`src/rtl/sipo_loader.sv`:
```
// rtl/sipo_loader.sv - framed MSB-first serial-to-parallel word assembler with load strobe
//
// Ports:
//   CLK      system clock, all state changes on the rising edge
//   RST      synchronous active-low reset
//   SIN      serial data bit, sampled when SVALID=1 and FRAME=1
//   SVALID   SIN carries a valid bit this cycle
//   FRAME    high for the duration of a word transfer
//   CLR_ERR  clears the sticky ERR flag
//   DOUT     last completed word (drives downstream register DATA)
//   LOAD     one-cycle strobe when DOUT updates (drives register ENA)
//   BIT_CNT  bits accepted in the current word, 0..WIDTH-1
//   ERR      sticky flag: a partial word was aborted by FRAME dropping

module sipo_loader #(
    parameter int WIDTH = 8,
    parameter int CW    = 4
) (
    input  logic             CLK,
    input  logic             RST,
    input  logic             SIN,
    input  logic             SVALID,
    input  logic             FRAME,
    input  logic             CLR_ERR,
    output logic [WIDTH-1:0] DOUT,
    output logic             LOAD,
    output logic [CW-1:0]    BIT_CNT,
    output logic             ERR
);

    typedef enum logic {
        IDLE  = 1'b0,
        SHIFT = 1'b1
    } state_t;

    state_t           state;
    logic [WIDTH-1:0] sr;

    wire              accept  = FRAME && SVALID;
    wire [WIDTH-1:0]  sr_next = {sr[WIDTH-2:0], SIN};

    always_ff @(posedge CLK) begin
        if (!RST) begin
            state   <= IDLE;
            sr      <= '0;
            DOUT    <= '0;
            LOAD    <= 1'b0;
            BIT_CNT <= '0;
            ERR     <= 1'b0;
        end else begin
            LOAD <= 1'b0;
            // Clear first so an abort on the same edge overrides it.
            if (CLR_ERR) begin
                ERR <= 1'b0;
            end
            case (state)
                IDLE: begin
                    // FRAME low or no valid bit while idle is not an error.
                    if (accept) begin
                        sr      <= sr_next;
                        BIT_CNT <= CW'(1);
                        state   <= SHIFT;
                    end
                end
                SHIFT: begin
                    if (!FRAME) begin
                        // Partial word aborted: drop it, keep DOUT.
                        BIT_CNT <= '0;
                        state   <= IDLE;
                        ERR     <= 1'b1;
                    end else if (SVALID) begin
                        if (BIT_CNT == CW'(WIDTH - 1)) begin
                            // Last bit: publish the word; a bit arriving next
                            // cycle already starts the following word.
                            sr      <= sr_next;
                            DOUT    <= sr_next;
                            LOAD    <= 1'b1;
                            BIT_CNT <= '0;
                            state   <= IDLE;
                        end else begin
                            sr      <= sr_next;
                            BIT_CNT <= BIT_CNT + CW'(1);
                        end
                    end
                end
                default: begin
                    state   <= IDLE;
                    BIT_CNT <= '0;
                end
            endcase
        end
    end

endmodule
```
`config.mk`:
```
export PLATFORM = sky130hd
export DESIGN_NAME = sipo_loader
export DESIGN_NICKNAME = d
export VERILOG_FILES = /design/src/rtl/sipo_loader.sv
export SDC_FILE = /design/constraint.sdc
export NUM_CORES = 1
export LEC_CHECK = 0
export CAP_MARGIN = 10
export CELL_PAD_IN_SITES_DETAIL_PLACEMENT = 2
export CELL_PAD_IN_SITES_GLOBAL_PLACEMENT = 2
export CORE_UTILIZATION = 31
export DETAILED_ROUTE_END_ITERATION = 10
export PLACE_DENSITY = 0.81
export RECOVER_POWER = 50
export SYNTH_ARGS = -nofsm -noshare
export SYNTH_HDL_FRONTEND = slang
export SYNTH_SLANG_ARGS = --single-unit
```
`constraint.sdc`:
```
create_clock -name CLK -period 2.15 [get_ports CLK]
set_clock_uncertainty 0.05 [all_clocks]
set_input_delay 0.43 -clock CLK [delete_from_list [all_inputs] [get_ports CLK]]
set_output_delay 0.43 -clock CLK [all_outputs]
set_load 0.02 [all_outputs]
```
# Yosys cells after proc, flatten, opt, wreduce, memory -nomap -nowiden
# Index checks and enable logic that the tools add are counted.
# Widths: inputs -> output; s select.
dict set report totals {
  elab_cells 36
  latch_bits 0
  regBits 22
  ramBits 0
  rom_bits 0
  memories 0
}
dict set report classes {
  magnitude_cmp 0
  reduce_logical 5
  n_mux 18
  bitwise_logic 1
  n_div 0
  mul 0
  add_sub_neg 1
  eq_ne 5
  shifts 0
}
# operator n
set ops {}
lappend ops {{$mux 7} 3}
lappend ops {{$mux 4} 4}
lappend ops {{$pmux 7 s2} 1}
lappend ops {{$mux 1} 8}
lappend ops {{$pmux 4 s2} 1}
lappend ops {{$reduce_and 4->1} 2}
lappend ops {{$ne 2x2->1 const B} 3}
lappend ops {{$add 4x1->4 const B} 1}
lappend ops {{$eq 4x3->1 const B} 1}
lappend ops {{$ne 3x3->1 const B} 1}
lappend ops {{$reduce_and 3->1} 1}
lappend ops {{$pmux 1 s2} 1}
lappend ops {{$reduce_and 2->1} 1}
lappend ops {{$logic_and 1x1->1} 1}
lappend ops {{$not 1->1} 1}

# Longest topological paths before layout
# Gate-level depths: netlist of the first run.
dict set report depth {
  depth_word 5
  depth_mapped 5
  mapped_depth_nobuf 4
}

# Worst setup path before layout of the first run
# No wires, ideal clock.
dict set report synth_timing {
  path_type {register to register}
  from {register BIT_CNT[0]}
  to {register BIT_CNT[0]}
  setup_ps 132
  setup_slack_ps 751
  period_less_slack_ps 1399
  arrival_time_ps 1218
  required_time_ps 1968
  path_stages_with_launch 5
  path_buffers 0
  path_cell_list {dfxtp_1 -> ha_1 -> nand3b_2 -> nor3b_1 -> nor3_1}
}
dict set report synth_between {
  elab_chain_len 5
}
# item line_no
set synth_rtl {}
lappend synth_rtl {{start, declared} 27} ;# output logic [CW-1:0] BIT_CNT,
lappend synth_rtl {{start signal, assigned} 82} ;# BIT_CNT <= BIT_CNT + CW'(1);
lappend synth_rtl {{$add 4x1->4 / $eq 4x3->1 (equally long branches)} {82, 72}}
lappend synth_rtl {{$mux 4 *} 72} ;# if (BIT_CNT == CW'(WIDTH - 1)) begin
lappend synth_rtl {{$mux 4 *} 71} ;# end else if (SVALID) begin
lappend synth_rtl {{$mux 4 *} 66} ;# if (!FRAME) begin
lappend synth_rtl {{$pmux 4 s2 *} 56} ;# case (state)
# Mark *: on every way between the ends. The rest lies on a longest branch, timed or not. The select of a mux whose other input is x is not followed.
# A chain may end at the register's enable or synchronous reset.

# Worst setup path in the final report of the first run
dict set report layout_timing {
  from {register BIT_CNT[2]}
  to {output port BIT_CNT[2]}
}
# No word-level cell between the ends.

==> flow_summary.toml, run 1 <==
[run_status]
status = "complete, but fails checks"
violations = "DRC"

[global_routing]
grt_pass1_wl_microns = 4330
grt_max_degree = 21
antenna_found_initial = 0
track_usage_pct = 17.6
grt_pass1_vias = 877
grt_overflow_total = 0

[clocking]
cts_tree = "built"
clkLatencyLatePin_ns = 0.32
cts_buffers = 3
h-tree-depth = 1
clockRootBuffer = "clkbuf_4"
post_cts_buffers = 0
clockBufferDepth = 2
numClockSinks = 22
ctsHoldBuffers = 0
path_clk_slew_ns = 0.13
post_cts_resized = 0

[drt]
post_drt_wl_per_cell_microns = 16.6
drc = 4
via_per_inst = 5.47
drt-total-wl_microns = 2580
via_count = 854
drt_iter0_drc = 24
ant_nets = 0
first_pass_iters = 7

[placed_design]
dp_hpwl_microns = 1810
routabilityCongestion = 0.708
portBuffers = 19
dp_cells = 152

[die]
die_w_microns = 57.2
die_h_microns = 57.2
start_util_pct = 33.3
num_io_pins = 20
num_rows = 19
die_area_sq_mm = 0.00327
core_area_sq_mm = 0.00283

[timing]
period_needed_ns = 1.94
tightest_slew_ns = 0.558
setup-tns-final_ns = 0
fin_crit_sh_pct = 90.3
fmax_ghz = 0.515
setup_viol = 0
rsz0062_at_grt = "no"
report.final.slew_viol_count = 0
relSlewSlack_pct = 62.8
hold_viol_final = 0
hold_slack_ns = 0.425

[yosys]
ys_warn_count = 0
yosys.area.top_type_share_pct = 46.7
syn_nets = 116
ys_top_cells_by_area = "dfxtp_1 (47%), a21oi_1 (9.0%), nand2_1 (6.8%)"
synth_cells = 109
ys_ff_latch = 22
synth_top_area_cell = "dfxtp_1"
synth_edf_count = 0
syn_area_sq_um = 943
syn_area_per_cell_sq_um = 8.66
async_reset_ff_share_pct = 0
ys_seq_area_share_pct = 46.7
synth_ff_type = "dfxtp_1"
synth_cell_types = 27

[worst_hold_path]
hold_start = "sr[6]$_SDFFE_PN0P_"
min_path_cells = 2
worst_hold_path.endpoint = "sr[6]$_SDFFE_PN0P_"
hold_class = "reg2reg"

[setup_path]
startpoint_type = "flop"
crit_path_cell_trace = "clkdlybuf4s50_1"
crit_required_ns = 1.67
reg2reg_from = "BIT_CNT[0]$_SDFFE_PN0P_"
critPathKind = "reg2out"
worst_path_max_delay_cell = "clkdlybuf4s50_1"
cp_data_arrival_time_ns = 1.46
crit_buf_inv = 1
cp_top_family = "buffers and inverters"
timing.rr.end = "DOUT[4]$_SDFFE_PN0P_"
worst-r2r-setup-slack_ns = 0.57
worst_setup_path_end_kind = "output pin"
slowest_delay_ns = 0.65
rr_worst_depth = 4
cp_max_fo = 8

[power_and_ir_drop]
p_clk_share_pct = 33.4
leakage_nw = 0.368
seq_power_share_pct = 59.9
sw_frac_of_total_pct = 23.6
p_switching_mw = 0.165
power.total_mw = 0.699
p_int_mw = 0.534
ir_drop_uv = 371
p_comb_share_pct = 6.6
p_per_area_mw_per_mm2 = 612

[final_layout]
area_growth_pct = 21.0
instances_no_fill = 156
utilization_pct = 40.3
layout-drive-gt1-share_pct = 4.80
antenna_cells = 0
layout.nets = 133

[flow_run]
maxCapViolations = 0
[cells by family after synthesis]
kind of cell | after synthesis | share of synthesized area (%)
AO/OA/AOI/OAI | 31 | 17.9
adder cells (fa/ha/maj) | 1 | 1.33
buffers and inverters | 9 | 7.56
flip-flops | 22 | 46.7
AND/OR/NAND/NOR | 46 | 26.5
[worst max path at each step]
| stage | startpoint | endpoint | cells after the start |
|---|---|---|---|
| 3_5_place_dp | FRAME | DOUT[5]$_SDFFE_PN0P_ | 4 |
| 3_3_place_gp | FRAME | DOUT[4]$_SDFFE_PN0P_ | 4 |
| 6_report | BIT_CNT[2]$_SDFFE_PN0P_ | BIT_CNT[2] | 1 |
| 2_1_floorplan | BIT_CNT[0]$_SDFFE_PN0P_ | BIT_CNT[0]$_SDFFE_PN0P_ | 4 |
| 4_1_cts | BIT_CNT[2]$_SDFFE_PN0P_ | BIT_CNT[2] | 1 |
| 5_1_grt | BIT_CNT[2]$_SDFFE_PN0P_ | BIT_CNT[2] | 1 |
[area by class of cell]
type / count / area [sq um]
fill: 325 / 1690
tap: 31 / 38.8
sequential: 22 / 440
multi-input combinational: 78 / 424
clock buffer: 4 / 36.3
timing repair buffer: 20 / 198
inverter: 1 / 3.75
[power groups by stage]
stage,Clock (mW),Sequential (mW),Combinational [mW]
floorplan,0,0.427,0.0325
global placement,0,0.427,0.0461
detailed placement,0,0.428,0.0482
CTS,0.245,0.419,0.0486
global route,0.255,0.420,0.0504
finish,0.234,0.419,0.0462
[flip-flops by register name, summed over array words and instances, names as in the netlist]
register / flops
DOUT: 8
sr: 7
BIT_CNT: 4
state: 1
LOAD: 1
ERR: 1
[cells in the final DEF (no fill, tap or decap)]
cell type,netlist,final
a32oi_1,1,1
buf_4,2,1
nor2b_1,1,1
o22ai_1,1,1
clkbuf_4,0,3
nand2_1,17,17
clkbuf_8,0,1
o31a_1,1,1
ha_1,1,1
a21oi_1,17,17
o21ai_1,8,6
dfxtp_1,22,22
nor3b_1,3,3
and2_0,0,1
o211ai_1,1,1
o21ai_0,0,2
nor2_1,1,1
dlygate4sd3_1,0,1
nor3_1,2,2
nand2b_1,3,3
and3b_1,1,1
and4bb_1,1,1
and3_1,1,1
inv_1,1,1
nand3b_2,1,1
nand4_1,2,2
a31oi_1,2,2
clkdlybuf4s50_1,0,18
nand3_1,11,12
[synth_stat cells (2+ instances only)]
library cell	instances
a21oi_1	17
buf_4	2
o21ai_1	8
nand3_1	11
dfxtp_1	22
buf_6	4
nor3b_1	3
nor3_1	2
nand2b_1	3
nand4_1	2
clkbuf_1	2
a31oi_1	2
nand2_1	17
[per-stage QoR]
step                cell area [sq um]  setup WS [ns]
floorplan                         943          0.751
CTS                              1150          0.188
detailed placement               1110          0.186
global placement                 1110          0.265
global route                     1140          0.136
finish                           1140          0.209
[metal layers]
metal	up-vias	wire length (microns)	global-route usage [%]
li1	421	-	-
met1	417	1230	22.6
met2	12	1240	29.1
met3	4	86	4.76
met4	0	28	5.23
met5	-	0	0
[tightest hold or removal path: stages (launching register included)]
cell	delay, ns
dfxtp_1	0.34
nand2_1	0.05
a21oi_1	0.05
Note: power is estimated with default switching activity, not from simulation.
==> run 2: changes to the inputs <==
Settings changed: CAP_MARGIN 10 to 25.
==> results of run 2 <==
No change in the layout: final DEF, timing and power equal those of run 1.
==> run 3: changes to the inputs <==
Settings changed: CAP_MARGIN 25 to unset.
==> results of run 3 <==
No change in the layout: final DEF, timing and power equal those of run 1.
